`src/rtl/uart_rx_deframer.sv`:
```
// ============================================================================
// Module   : uart_rx_deframer
// Purpose  : 16x-oversampled UART receive deframer feeding an 11-bit RX FIFO.
//            Optional character timeout enabled by macro UART_RX_TIMEOUT_EN.
// Revision : 1.0 - initial release
// ============================================================================
`default_nettype none

module uart_rx_deframer #(
  parameter int REC_WIDTH   = 11,
  parameter int DIV_W       = 16,
  parameter int SYNC_STAGES = 2
) (
  input  logic                 clk,
  input  logic                 rst,
  input  logic                 srx_i,
  input  logic [DIV_W-1:0]     dl_i,
  input  logic [7:0]           lc_i,
  input  logic                 fifo_full_i,
  input  logic                 fifo_empty_i,
  input  logic                 fifo_rd_i,
  output logic                 push_o,
  output logic [REC_WIDTH-1:0] data_o,
  output logic                 overrun_o,
  output logic                 rx_busy_o,
  output logic                 timeout_o
);

  typedef enum logic [2:0] {
    S_IDLE      = 3'd0,
    S_START     = 3'd1,
    S_DATA      = 3'd2,
    S_PARITY    = 3'd3,
    S_STOP      = 3'd4,
    S_WAIT_IDLE = 3'd5
  } state_t;

  logic [SYNC_STAGES-1:0] sync_q, sync_d;
  logic [DIV_W-1:0]       dl_q, dl_d;
  logic [DIV_W-1:0]       tcnt_q, tcnt_d;
  state_t                 state_q, state_d;
  logic [3:0]             scnt_q, scnt_d;
  logic [2:0]             bcnt_q, bcnt_d;
  logic [7:0]             shreg_q, shreg_d;
  logic                   par_q, par_d;
  logic                   ones_q, ones_d;
  logic                   pe_q, pe_d;
  logic [1:0]             nsel_q, nsel_d;
  logic                   pen_q, pen_d;
  logic                   ep_q, ep_d;
  logic                   sp_q, sp_d;
  logic                   push_q, push_d;
  logic                   ovr_q, ovr_d;
  logic [REC_WIDTH-1:0]   data_q, data_d;

  logic       srx_s;
  logic       div_en;
  logic       dl_chg;
  logic       tick;
  logic       last_bit;
  logic       par_exp;
  logic       fe;
  logic       bi;
  logic [3:0] scnt_inc;
  logic [10:0] word;

  assign srx_s  = sync_q[SYNC_STAGES-1];
  assign div_en = (dl_q != '0);
  assign dl_chg = (dl_i != dl_q);
  // A divisor change suppresses the tick for the reload cycle.
  assign tick   = div_en && !dl_chg && (tcnt_q == '0);

  always_comb begin
    sync_d = {sync_q[SYNC_STAGES-2:0], srx_i};
    dl_d   = dl_i;
    tcnt_d = tcnt_q;
    if (dl_chg) begin
      tcnt_d = (dl_i == '0) ? '0 : dl_i - DIV_W'(1);
    end else if (!div_en) begin
      tcnt_d = '0;
    end else if (tcnt_q == '0) begin
      tcnt_d = dl_q - DIV_W'(1);
    end else begin
      tcnt_d = tcnt_q - DIV_W'(1);
    end
  end

  always_comb begin
    state_d  = state_q;
    scnt_d   = scnt_q;
    bcnt_d   = bcnt_q;
    shreg_d  = shreg_q;
    par_d    = par_q;
    ones_d   = ones_q;
    pe_d     = pe_q;
    nsel_d   = nsel_q;
    pen_d    = pen_q;
    ep_d     = ep_q;
    sp_d     = sp_q;
    push_d   = 1'b0;
    ovr_d    = 1'b0;
    data_d   = data_q;
    scnt_inc = scnt_q + 4'd1;
    last_bit = (bcnt_q == (3'd4 + {1'b0, nsel_q}));
    fe       = !srx_s;
    bi       = !srx_s && !ones_q;
    word     = {bi, pe_q, fe, shreg_q};

    case ({sp_q, ep_q})
      2'b00:   par_exp = ~par_q;
      2'b01:   par_exp = par_q;
      2'b10:   par_exp = 1'b1;
      default: par_exp = 1'b0;
    endcase

    if (!div_en) begin
      state_d = S_IDLE;
    end else if (tick) begin
      case (state_q)
        S_IDLE: begin
          if (!srx_s) begin
            state_d = S_START;
            scnt_d  = 4'd0;
          end
        end
        S_START: begin
          if (scnt_q == 4'd7 && srx_s) begin
            state_d = S_IDLE;
          end else if (scnt_q == 4'd15) begin
            // Line format is frozen here for the rest of the character.
            state_d = S_DATA;
            scnt_d  = 4'd0;
            bcnt_d  = 3'd0;
            shreg_d = 8'd0;
            par_d   = 1'b0;
            ones_d  = 1'b0;
            pe_d    = 1'b0;
            nsel_d  = lc_i[1:0];
            pen_d   = lc_i[3];
            ep_d    = lc_i[4];
            sp_d    = lc_i[5];
          end else begin
            scnt_d = scnt_inc;
          end
        end
        S_DATA: begin
          scnt_d = scnt_inc;
          if (scnt_q == 4'd7) begin
            shreg_d[bcnt_q] = srx_s;
            par_d           = par_q ^ srx_s;
            ones_d          = ones_q | srx_s;
          end
          if (scnt_q == 4'd15) begin
            if (last_bit) begin
              state_d = pen_q ? S_PARITY : S_STOP;
            end else begin
              bcnt_d = bcnt_q + 3'd1;
            end
          end
        end
        S_PARITY: begin
          scnt_d = scnt_inc;
          if (scnt_q == 4'd7) begin
            pe_d   = (srx_s != par_exp);
            ones_d = ones_q | srx_s;
          end
          if (scnt_q == 4'd15) begin
            state_d = S_STOP;
          end
        end
        S_STOP: begin
          scnt_d = scnt_inc;
          if (scnt_q == 4'd7) begin
            if (fifo_full_i) begin
              ovr_d = 1'b1;
            end else begin
              push_d = 1'b1;
              data_d = REC_WIDTH'(word);
            end
            // A low stop bit parks in WAIT_IDLE so a break yields one push.
            state_d = srx_s ? S_IDLE : S_WAIT_IDLE;
          end
        end
        S_WAIT_IDLE: begin
          if (srx_s) begin
            state_d = S_IDLE;
          end
        end
        default: state_d = S_IDLE;
      endcase
    end
  end

  always_ff @(posedge clk or posedge rst) begin
    if (rst) begin
      sync_q  <= '1;
      dl_q    <= '0;
      tcnt_q  <= '0;
      state_q <= S_IDLE;
      scnt_q  <= 4'd0;
      bcnt_q  <= 3'd0;
      shreg_q <= 8'd0;
      par_q   <= 1'b0;
      ones_q  <= 1'b0;
      pe_q    <= 1'b0;
      nsel_q  <= 2'd0;
      pen_q   <= 1'b0;
      ep_q    <= 1'b0;
      sp_q    <= 1'b0;
      push_q  <= 1'b0;
      ovr_q   <= 1'b0;
      data_q  <= '0;
    end else begin
      sync_q  <= sync_d;
      dl_q    <= dl_d;
      tcnt_q  <= tcnt_d;
      state_q <= state_d;
      scnt_q  <= scnt_d;
      bcnt_q  <= bcnt_d;
      shreg_q <= shreg_d;
      par_q   <= par_d;
      ones_q  <= ones_d;
      pe_q    <= pe_d;
      nsel_q  <= nsel_d;
      pen_q   <= pen_d;
      ep_q    <= ep_d;
      sp_q    <= sp_d;
      push_q  <= push_d;
      ovr_q   <= ovr_d;
      data_q  <= data_d;
    end
  end

  assign push_o    = push_q;
  assign overrun_o = ovr_q;
  assign data_o    = data_q;
  assign rx_busy_o = (state_q != S_IDLE);

`ifdef UART_RX_TIMEOUT_EN
  logic [9:0] tocnt_q, tocnt_d;
  logic       to_q, to_d;
  logic [3:0] char_bits;
  logic [9:0] to_limit;
  logic       unused_lc;

  assign unused_lc = ^lc_i[7:6];

  always_comb begin
    char_bits = 4'd6 + {2'b00, lc_i[1:0]} + {3'b000, lc_i[3]} + (lc_i[2] ? 4'd2 : 4'd1);
    // Four character times of 16 ticks each.
    to_limit  = {char_bits, 6'b000000};
    tocnt_d   = tocnt_q;
    to_d      = to_q;
    if (push_q || fifo_rd_i || fifo_empty_i) begin
      tocnt_d = 10'd0;
    end else if (tick && (tocnt_q < to_limit)) begin
      tocnt_d = tocnt_q + 10'd1;
    end
    if (push_q || fifo_rd_i) begin
      to_d = 1'b0;
    end else if (tocnt_q >= to_limit) begin
      to_d = 1'b1;
    end
  end

  always_ff @(posedge clk or posedge rst) begin
    if (rst) begin
      tocnt_q <= 10'd0;
      to_q    <= 1'b0;
    end else begin
      tocnt_q <= tocnt_d;
      to_q    <= to_d;
    end
  end

  assign timeout_o = to_q;
`else
  logic unused_to;

  assign unused_to = ^{lc_i[7:6], lc_i[2], fifo_empty_i, fifo_rd_i};
  assign timeout_o = 1'b0;
`endif

endmodule

`default_nettype wire

```
`config.mk`:
```
export PLATFORM = sky130hd
export DESIGN_NAME = uart_rx_deframer
export DESIGN_NICKNAME = d
export VERILOG_FILES = /design/src/rtl/uart_rx_deframer.sv
export SDC_FILE = /design/constraint.sdc
export NUM_CORES = 1
export LEC_CHECK = 0
export ABC_AREA = 1
export CORE_AREA = 10 10 101 138
export CTS_CLUSTER_DIAMETER = 120
export DETAILED_ROUTE_END_ITERATION = 6
export DIE_AREA = 0 0 111 148
export SYNTH_ARGS = -nofsm -noshare
export SYNTH_HDL_FRONTEND = slang
export SYNTH_SLANG_ARGS = --single-unit
```
`constraint.sdc`:
```
create_clock -name clk -period 2.52 [get_ports clk]
set_input_delay 0.378 -clock clk [delete_from_list [all_inputs] [get_ports clk]]
set_output_delay 0.378 -clock clk [all_outputs]
set_load 0.005 [all_outputs]
```
[Word-level counts from Yosys, hierarchy flattened]
Cells that the tools add are included.
Operators by class
  add/subtract/negate cells: 6
  $lt $le $gt $ge: 2
  equal/unequal tests: 28
  muxes and demuxes: 52
  bitwise gates (word level): 5
  reductions and logical operators: 28
Operator list (count)
  $mux W16: 4
  $mux W3: 16
  $sub A16 B1 Y16 const B: 3
  $logic_not A16 Y1: 2
  $mux W8: 3
  $ne A3 B3 Y1 const B: 6
  $pmux W3 S6: 1
  $reduce_and A6 Y1: 3
  $mux W1: 16
  $ne A16 B16 Y1: 1
  $pmux W8 S2: 1
  $reduce_bool A16 Y1: 1
  $reduce_and A5 Y1: 3
  $ne A2 B2 Y1 const B: 7
  $mux W4: 3
  $pmux W4 S3: 1
  $bwmux W8: 1
  $reduce_and A8 Y1: 1
  $reduce_and A7 Y1: 1
  $eq A3 B2 Y1 const B: 2
  $eq A3 B3 Y1 const B: 2
  $pmux W1 S2: 3
  $pmux W3 S2: 1
  $reduce_bool A2 Y1: 3
  other kinds (26): 36
Word-level totals
  bits in registers: 73
  input bits: 30

[Depth between registers and ports, before layout]
Gate-level depths: netlist of run 1.
  word-level depth: 7
  gate-level depth with buffers: 15
  mapped depth without buffers: 14

[Worst setup path after synthesis of run 1]
No wires, ideal clock.
  path type: in2reg
  from: input port dl_i[1]
  to: register tcnt_q[13]
  library setup time: 120 ps
  arrival time: 1677 ps
  setup slack: 723 ps
  stages on the path: 10
  cells stage by stage: inv_1 ha_1 nand2_1 nor4_2 nand2_1 o21ai_1 buf_2 a21oi_1 o21ai_0 nand2_1
Between the ends
  cells in the longest elaborated chain, start to end: 3
  elaborated cells on any way between the ends: 5
  classes of those cells: 1 x add/sub; 1 x eq/ne; 2 x mux; 1 x reduce/logical
Ends and longest elaborated chain
  start: declaration: RTL line 17  | input logic [DIV_W-1:0] dl_i,
  $sub A16 B1 Y16 / $logic_not A16 Y1 (equally long branches): RTL line 78  | tcnt_d = (dl_i == '0) ? '0 : dl_i - DIV_W'(1);
  $mux W16: RTL line 78
  $mux W16 (*): RTL line 77  | if (dl_chg) begin
  named net tcnt_d[13]: RTL line 40  | logic [DIV_W-1:0] tcnt_q, tcnt_d;
  end signal: assignment: RTL line 216  | tcnt_q <= tcnt_d;
  end: declaration: RTL line 40
Mark *: on every way through the listed nets, which the timed path passes. The rest lies on a longest branch.
A chain may end at the register's enable or synchronous reset.

[Worst setup path in the final report of run 1]
  from: register tcnt_q[3]
  to: register tcnt_q[10]
Between the ends
  cells in the longest elaborated chain, start to end: 4
  elaborated cells on any way between the ends: 5
  classes of those cells: 1 x add/sub; 3 x mux; 1 x reduce/logical
Ends and longest elaborated chain
  $sub A16 B1 Y16 / $logic_not A16 Y1 (equally long branches): RTL line 84, 81
  $mux W16 (*): RTL line 81  | end else if (tcnt_q == '0) begin
  $mux W16 (*): RTL line 79  | end else if (!div_en) begin
  $mux W16 (*): RTL line 77
  named net tcnt_d[10]: RTL line 40
Marked as above.

==> results.sh, run 1 <==
export IMPL_cts_setup_buffers=0
export IMPL_totalWireLength_um=11300
export IMPL_power_leakage_nw=2.61
export IMPL_crit_path_start_kind="flip-flop"
export IMPL_start_util_pct=39.3
export IMPL_slew_limit_headroom_pct=63.3
export IMPL_ys_ff_latch=73
export IMPL_clk_path_buf_depth=2
export IMPL_syn_cell_area_um2=4450
export IMPL_skew_ns=0.00453
export IMPL_numPortBuffers=38
export IMPL_switchingPower_mw=0.668
export IMPL_synth_nets=656
export IMPL_p_int_mw=2.08
export IMPL_die_w_um=111
export IMPL_grt_setup_unrepaired="false"
export IMPL_final_cells=832
export IMPL_syn_inst=622
export IMPL_powerDensity_nw_per_um2=504
export IMPL_busiest_layer="met2"
export IMPL_combPwrFrac_pct=9.0
export IMPL_tightest_slew_ns=0.550
export IMPL_finalSetupTns_ns=0
export IMPL_clock_sinks=73
export IMPL_ios=45
export IMPL_cts_max_level=3
export IMPL_vias=4094
export IMPL_worst_setup_path_end_kind="flip-flop"
export IMPL_grt_use_met3_pct=2.59
export IMPL_p_seq_share_pct=44.8
export IMPL_drc_errors=0
export IMPL_async_reset_ff_share_pct=100
export IMPL_drv_slew=0
export IMPL_ir_drop_mv=0.308
export IMPL_num_fill_cells=1106
export IMPL_clock_latency_ns=0.34
export IMPL_grt_use_met2_pct=26.5
export IMPL_dp_cells=816
export IMPL_clkPwrFrac_pct=46.2
export IMPL_via_per_inst=4.92
export IMPL_post_cts_resized=0
export IMPL_min_period_over_period_pct=88.5
export IMPL_grt_pass1_wl_um=19100
export IMPL_hold_path_class="reg2reg"
export IMPL_routabilityCongestion=0.905
export IMPL_hold_viol=0
export IMPL_p_sw_share_pct=24.4
export IMPL_fin_crit_ns=2.23
export IMPL_cts_tree="done"
export IMPL_seq_area_frac_synth_pct=41.1
export IMPL_synth_top_flop_cell="dfrtp_1"
export IMPL_synthToLayoutAreaGrowth_pct=22.3
export IMPL_nNetsFinal=717
export IMPL_yosysUniqueCellTypes=40
export IMPL_cts_root_buffer="clkbuf_16"
export IMPL_cts_inserted_buffers=9
export IMPL_drtIter0Drc=197
export IMPL_synth_edf_count=0
export IMPL_drtPass1Iterations=4
export IMPL_total_power_mw=2.74
export IMPL_grt_pass1_vias=4055
export IMPL_critPathBufInv=0
export IMPL_post_drt_wl_per_cell_um=13.6
export IMPL_outcome="finished clean"
export IMPL_crit_top_cell="nand3_1"
export IMPL_post_route_cell_area_um2=5440
export IMPL_antenna_cells=0
export IMPL_dieArea_um2=16400
export IMPL_grt_use_total_pct=14.0
export IMPL_row_count=46
export IMPL_clkSlewWorstSetupHoldPaths_ns=0.06
export IMPL_setup_viol=0
export IMPL_avgSynthCellArea_um2=7.16
export IMPL_grt_max_degree=44
export IMPL_max_clock_freq_mhz=448
export IMPL_yosys_warnings=0
export IMPL_cp_arrival_ns=2.46
export IMPL_crit_family="simple AND/OR/NAND/NOR gates"
export IMPL_core_um2=11300
export IMPL_grt_use_met1_pct=14.6
export IMPL_cp_required_ns=2.75
export IMPL_cp_slowest_stage_delay_ns=0.39
export IMPL_path_max_fanout=13
export IMPL_grt_remaining_overflow=0
export IMPL_postPlaceCellArea_um2=5150
export IMPL_ant_nets=0
export IMPL_cts_hold_buf=0
export IMPL_post_dp_hpwl_um=8800
export IMPL_die_height_um=148
export IMPL_final_layout_size_suffix_gt1_share_pct=9.30
export IMPL_crit_type="reg2reg"
export IMPL_critical_path_slowest_cell="dfrtp_1"
export IMPL_fin_hold_ws_ns=0.356
export IMPL_worstPathCellList="nor2_1, nand2_1, nor2_4, nand3_1, nand2_1, ha_1, nand3_1, nor2_2, nand3_1, nand3_1, nand2_1"
export IMPL_antenna_found_initial=0
export IMPL_drv_cap=0
[state kept, by name, summed over array words and instances, names as in the netlist]
register	count
dl_q	16
tcnt_q	16
data_o	11
shreg_q	8
scnt_q	4
bcnt_q	3
state_q	3
nsel_q	2
sync_q	2
ep_q	1
ones_q	1
overrun_o	1
par_q	1
pe_q	1
pen_q	1
push_o	1
sp_q	1
[routing by layer]
metal	vias up	share of wire, %
met3	16	2.9
met5	-	0
met1	1909	40
met2	71	54
li1	2098	-
met4	0	2.4
[power by group through the flow]
stage | logic [mW] | registers, mW | clock network [mW]
final | 0.248 | 1.23 | 1.27
after detailed placement | 0.250 | 1.25 | 0
after CTS | 0.252 | 1.23 | 1.30
after global routing | 0.281 | 1.23 | 1.37
after floorplan | 0.144 | 1.24 | 0
after global placement | 0.247 | 1.25 | 0
[cells by family (layout without fill, tap and decap cells)]
logic type	after synthesis	after routing	synth area share (%)
simple gates	381	381	37.3
xor+xnor	33	33	6.49
flops	73	73	41.1
compound gates	46	46	5.79
fa+ha+maj	4	4	1.12
buf+inv	84	150	8.12
other cells	1	1	0.0843
[cell usage in the layout (no fill, tap or decap), types with 6 or more instances in the layout]
| cell | n |
|---|---|
| xor2_1 | 26 |
| nor2_1 | 68 |
| inv_1 | 60 |
| o21ai_0 | 20 |
| nand3b_1 | 6 |
| clkdlybuf4s50_1 | 38 |
| nand4_1 | 6 |
| nand3_1 | 67 |
| clkbuf_16 | 9 |
| nor3_1 | 15 |
| nand2_1 | 206 |
| dfrtp_1 | 71 |
| xnor2_1 | 7 |
| buf_4 | 30 |
| a21oi_1 | 9 |
| o22ai_1 | 6 |
[worst register-to-register path, cell delays in order, from the launching register on]
cell and delay, ns:
dfrtp_1 0.39, nor2_1 0.11, nand2_1 0.09, nor2_4 0.31, nand3_1 0.13, nand2_1 0.13, ha_1 0.22, nand3_1 0.18
nor2_2 0.30, nand3_1 0.12, nand3_1 0.10, nand2_1 0.06
[Yosys cell counts, types with 2 or more instances]
| master | n | share of area (%) |
|---|---|---|
| buf_6 | 3 | 0.76 |
| xnor2_1 | 7 | 1.4 |
| dfstp_2 | 2 | 1.2 |
| nand3_1 | 67 | 7.5 |
| nand2_1 | 206 | 17 |
| a21oi_1 | 9 | 1.0 |
| dfrtp_1 | 71 | 40 |
| o22ai_1 | 6 | 0.84 |
| nand3b_1 | 6 | 1.0 |
| inv_2 | 3 | 0.25 |
| buf_2 | 4 | 0.45 |
| buf_4 | 5 | 0.84 |
| xor2_1 | 26 | 5.1 |
| inv_1 | 61 | 5.1 |
| clkbuf_1 | 7 | 0.59 |
| nor3_1 | 15 | 1.7 |
| o21ai_1 | 4 | 0.45 |
| ha_1 | 4 | 1.1 |
| nand4_1 | 6 | 0.84 |
| nor2_1 | 68 | 5.7 |
| nor2_2 | 2 | 0.28 |
| nor2_4 | 3 | 0.76 |
| o21ai_0 | 20 | 2.2 |
[cell type report]
cell class | count | area [µm²] | share of cell area (%)
multi-input cells | 465 | 2260 | 41.5
inverters | 64 | 240 | 4.41
clock inverters | 5 | 56.3 | 1.03
flip-flops and latches | 73 | 1830 | 33.6
repair buffers | 70 | 646 | 11.9
well taps | 144 | 180 | 3.31
clock buffers | 11 | 233 | 4.27
[through the flow]
stage               worst slack [ns]  utilization, %
global placement              0.0468            45.5
CTS                            0.278            48.0
global route                  0.0394            48.0
detailed placement           -0.0290            45.5
finish                         0.289            48.0
floorplan                      0.292               -
[final timing paths]
kind | startpoint | endpoint | slack, ns | depth (start not counted)
hold reg to reg | sync_q[0]$_DFF_PP1_ | sync_q[1]$_DFF_PP1_ | 0.36 | 0
max in group asynchronous | rst | sync_q[0]$_DFF_PP1_ | 1.62 | 3
setup / recovery | tcnt_q[3]$_DFF_PP0_ | tcnt_q[10]$_DFF_PP0_ | 0.29 | 11
setup reg to reg | tcnt_q[3]$_DFF_PP0_ | tcnt_q[10]$_DFF_PP0_ | 0.29 | 11
hold / removal | sync_q[0]$_DFF_PP1_ | sync_q[1]$_DFF_PP1_ | 0.36 | 0
min in group asynchronous | rst | dl_q[10]$_DFF_PP0_ | 0.44 | 3
No activity file was read; power rests on OpenSTA's default activity.
==> run 2: changes to the inputs <==
- CAP_MARGIN: unset -> 20
==> results of run 2 <==
Final layout, timing and power as in run 1 (identical DEF).
==> run 3: changes to the inputs <==
--- a/config.mk
+++ b/config.mk
@@ -11,2 +11,3 @@
 export CTS_CLUSTER_DIAMETER = 120
+export CTS_CLUSTER_SIZE = 20
 export DETAILED_ROUTE_END_ITERATION = 6
==> constraint.sdc (replaced) <==
create_clock -name clk -period 2.52 [get_ports clk]
set_input_delay 0.756 -clock clk [delete_from_list [all_inputs] [get_ports clk]]
set_output_delay 0.756 -clock clk [all_outputs]
set_load 0.005 [all_outputs]
==> results.sh, run 3 (synthesized netlist as in run 1, its figures left out) <==
export IMPL_outcome="finished clean"
export IMPL_die_height_um=148
export IMPL_grt_use_met2_pct=27.2
export IMPL_post_dp_hpwl_um=9160
export IMPL_worst_setup_path_end_kind="output pin"
export IMPL_grt_max_degree=25
export IMPL_cts_inserted_buffers=9
export IMPL_drtPass1Iterations=4
export IMPL_post_drt_wl_per_cell_um=13.7
export IMPL_cp_slowest_stage_delay_ns=0.45
export IMPL_grt_pass1_vias=4224
export IMPL_cts_hold_buf=0
export IMPL_die_w_um=111
export IMPL_cts_root_buffer="clkbuf_16"
export IMPL_ios=45
export IMPL_numPortBuffers=38
export IMPL_crit_family="buffers and inverters"
export IMPL_crit_top_cell="inv_1"
export IMPL_crit_path_start_kind="flip-flop"
export IMPL_total_power_mw=2.75
export IMPL_final_cell_mix="nand2_1 (203), dfrtp_1 (71), nand3_1 (67), nor2_1 (64), inv_1 (59)"
export IMPL_hold_viol=0
export IMPL_totalWireLength_um=11600
export IMPL_powerDensity_nw_per_um2=489
export IMPL_row_count=46
export IMPL_via_per_inst=4.93
export IMPL_setup_viol=0
export IMPL_core_um2=11300
export IMPL_critical_path_slowest_cell="clkdlybuf4s50_1"
export IMPL_fin_crit_ns=2.41
export IMPL_power_leakage_nw=2.72
export IMPL_cts_max_level=3
export IMPL_fin_hold_ws_ns=0.359
export IMPL_cp_arrival_ns=1.65
export IMPL_ant_nets=0
export IMPL_r2r_cells=11
export IMPL_drv_cap=0
export IMPL_mostFrequentLayoutCell="nand2_1"
export IMPL_grt_remaining_overflow=0
export IMPL_grt_setup_unrepaired="false"
export IMPL_antenna_found_initial=0
export IMPL_grt_pass1_wl_um=19600
export IMPL_max_clock_freq_mhz=415
export IMPL_final_layout_size_suffix_gt1_share_pct=12.7
export IMPL_nNetsFinal=731
export IMPL_drc_errors=0
export IMPL_start_util_pct=39.3
export IMPL_path_max_fanout=5
export IMPL_worstPathCellList="inv_1, nand2_1, nor2_1, inv_1, clkdlybuf4s50_1"
export IMPL_clock_sinks=73
export IMPL_grt_use_met3_pct=2.96
export IMPL_critPathBufInv=3
export IMPL_dieArea_um2=16400
export IMPL_grt_use_total_pct=14.3
export IMPL_drtIter0Drc=181
export IMPL_cp_required_ns=1.76
export IMPL_clock_latency_ns=0.34
export IMPL_drv_slew=0
export IMPL_hold_path_class="reg2reg"
export IMPL_busiest_layer="met2"
export IMPL_num_fill_cells=1131
export IMPL_clkSlewWorstSetupHoldPaths_ns=0.05
export IMPL_clk_path_buf_depth=2
export IMPL_vias=4174
export IMPL_synthToLayoutAreaGrowth_pct=26.5
export IMPL_min_period_over_period_pct=95.7
export IMPL_crit_type="reg2out"
export IMPL_path_depth=5
export IMPL_antenna_cells=0
export IMPL_grt_use_met1_pct=14.4
export IMPL_ir_drop_mv=0.297
export IMPL_min_path_cells=0
export IMPL_routabilityCongestion=0.923
export IMPL_cts_tree="done"
export IMPL_cts_setup_buffers=0
export IMPL_skew_ns=0.0106
run 3: cell types whose count changed in the layout (fill, tap and decap cells not counted), sizes merged:
| cell | before | now |
|---|---|---|
| clkinvlp | 1 | 2 |
| buf | 32 | 46 |
| inv | 64 | 63 |
| dlymetal6s2s | 0 | 3 |
| clkdlybuf4s50 | 38 | 35 |
run 3: cell type report:
cell class                      instances  area, µm²  share of cell area (%)
Clock buffer                           11        233                    4.14
Tap cell                              144        180                    3.20
Timing Repair Buffer                   84        787                    14.0
Clock inverter                          5       56.3                    1.00
Multi-Input combinational cell        465       2300                    40.8
Inverter                               64        246                    4.38
Sequential cell                        73       1830                    32.5
run 3: worst reg2reg max path: stages (launching register included):
cell	delay, ns
dfrtp_1	0.38
nor2_1	0.16
nand2_1	0.11
nor2_4	0.22
nand3_1	0.10
nand2_1	0.12
ha_1	0.22
nand3_1	0.15
nor2_2	0.30
nand3_1	0.13
nand3_1	0.12
nand2_1	0.05
run 3: metal layers:
layer	wire, µm	up-vias
li1	-	2120
met1	4540	1952
met2	6340	77
met3	313	25
met4	364	0
met5	0	-
run 3: stage by stage:
stage	setup slack (ns)	utilization (%)	cell area (µm²)	std cells	setup TNS, ns
floorplan	0.345	-	4450	622	0
global placement	-0.307	46.6	5290	830	-11.73
detailed placement	-0.356	46.6	5290	830	-13.15
CTS	0.0265	49.2	5580	846	0
global route	0.00104	49.6	5630	846	0
finish	0.109	49.6	5630	846	0
run 3: where the power goes:
part           leakage [nW]  internal, mW  switching (mW)
Combinational          1.65         0.119           0.147
Clock                 0.139         0.765           0.490
Sequential            0.934          1.21          0.0248
Total                  2.72          2.09           0.662
run 3: path summary, 6_finish.rpt:
check,startpoint,slack (ns),end
setup / recovery,state_q[0]$_DFFE_PP0P_,0.11,rx_busy_o
hold / removal,sync_q[0]$_DFF_PP1_,0.36,sync_q[1]$_DFF_PP1_
setup reg to reg,tcnt_q[1]$_DFF_PP0_,0.37,tcnt_q[10]$_DFF_PP0_
hold reg to reg,sync_q[0]$_DFF_PP1_,0.36,sync_q[1]$_DFF_PP1_
max in group asynchronous,rst,1.15,sync_q[1]$_DFF_PP1_
min in group asynchronous,rst,0.80,push_o$_DFF_PP0_
run 3: repair_timing:
item / 4_1_cts / 5_1_grt
endpoints found under the setup margin: 2 / 44
pin swaps: 0 / 4
resized for setup: 1 / 18
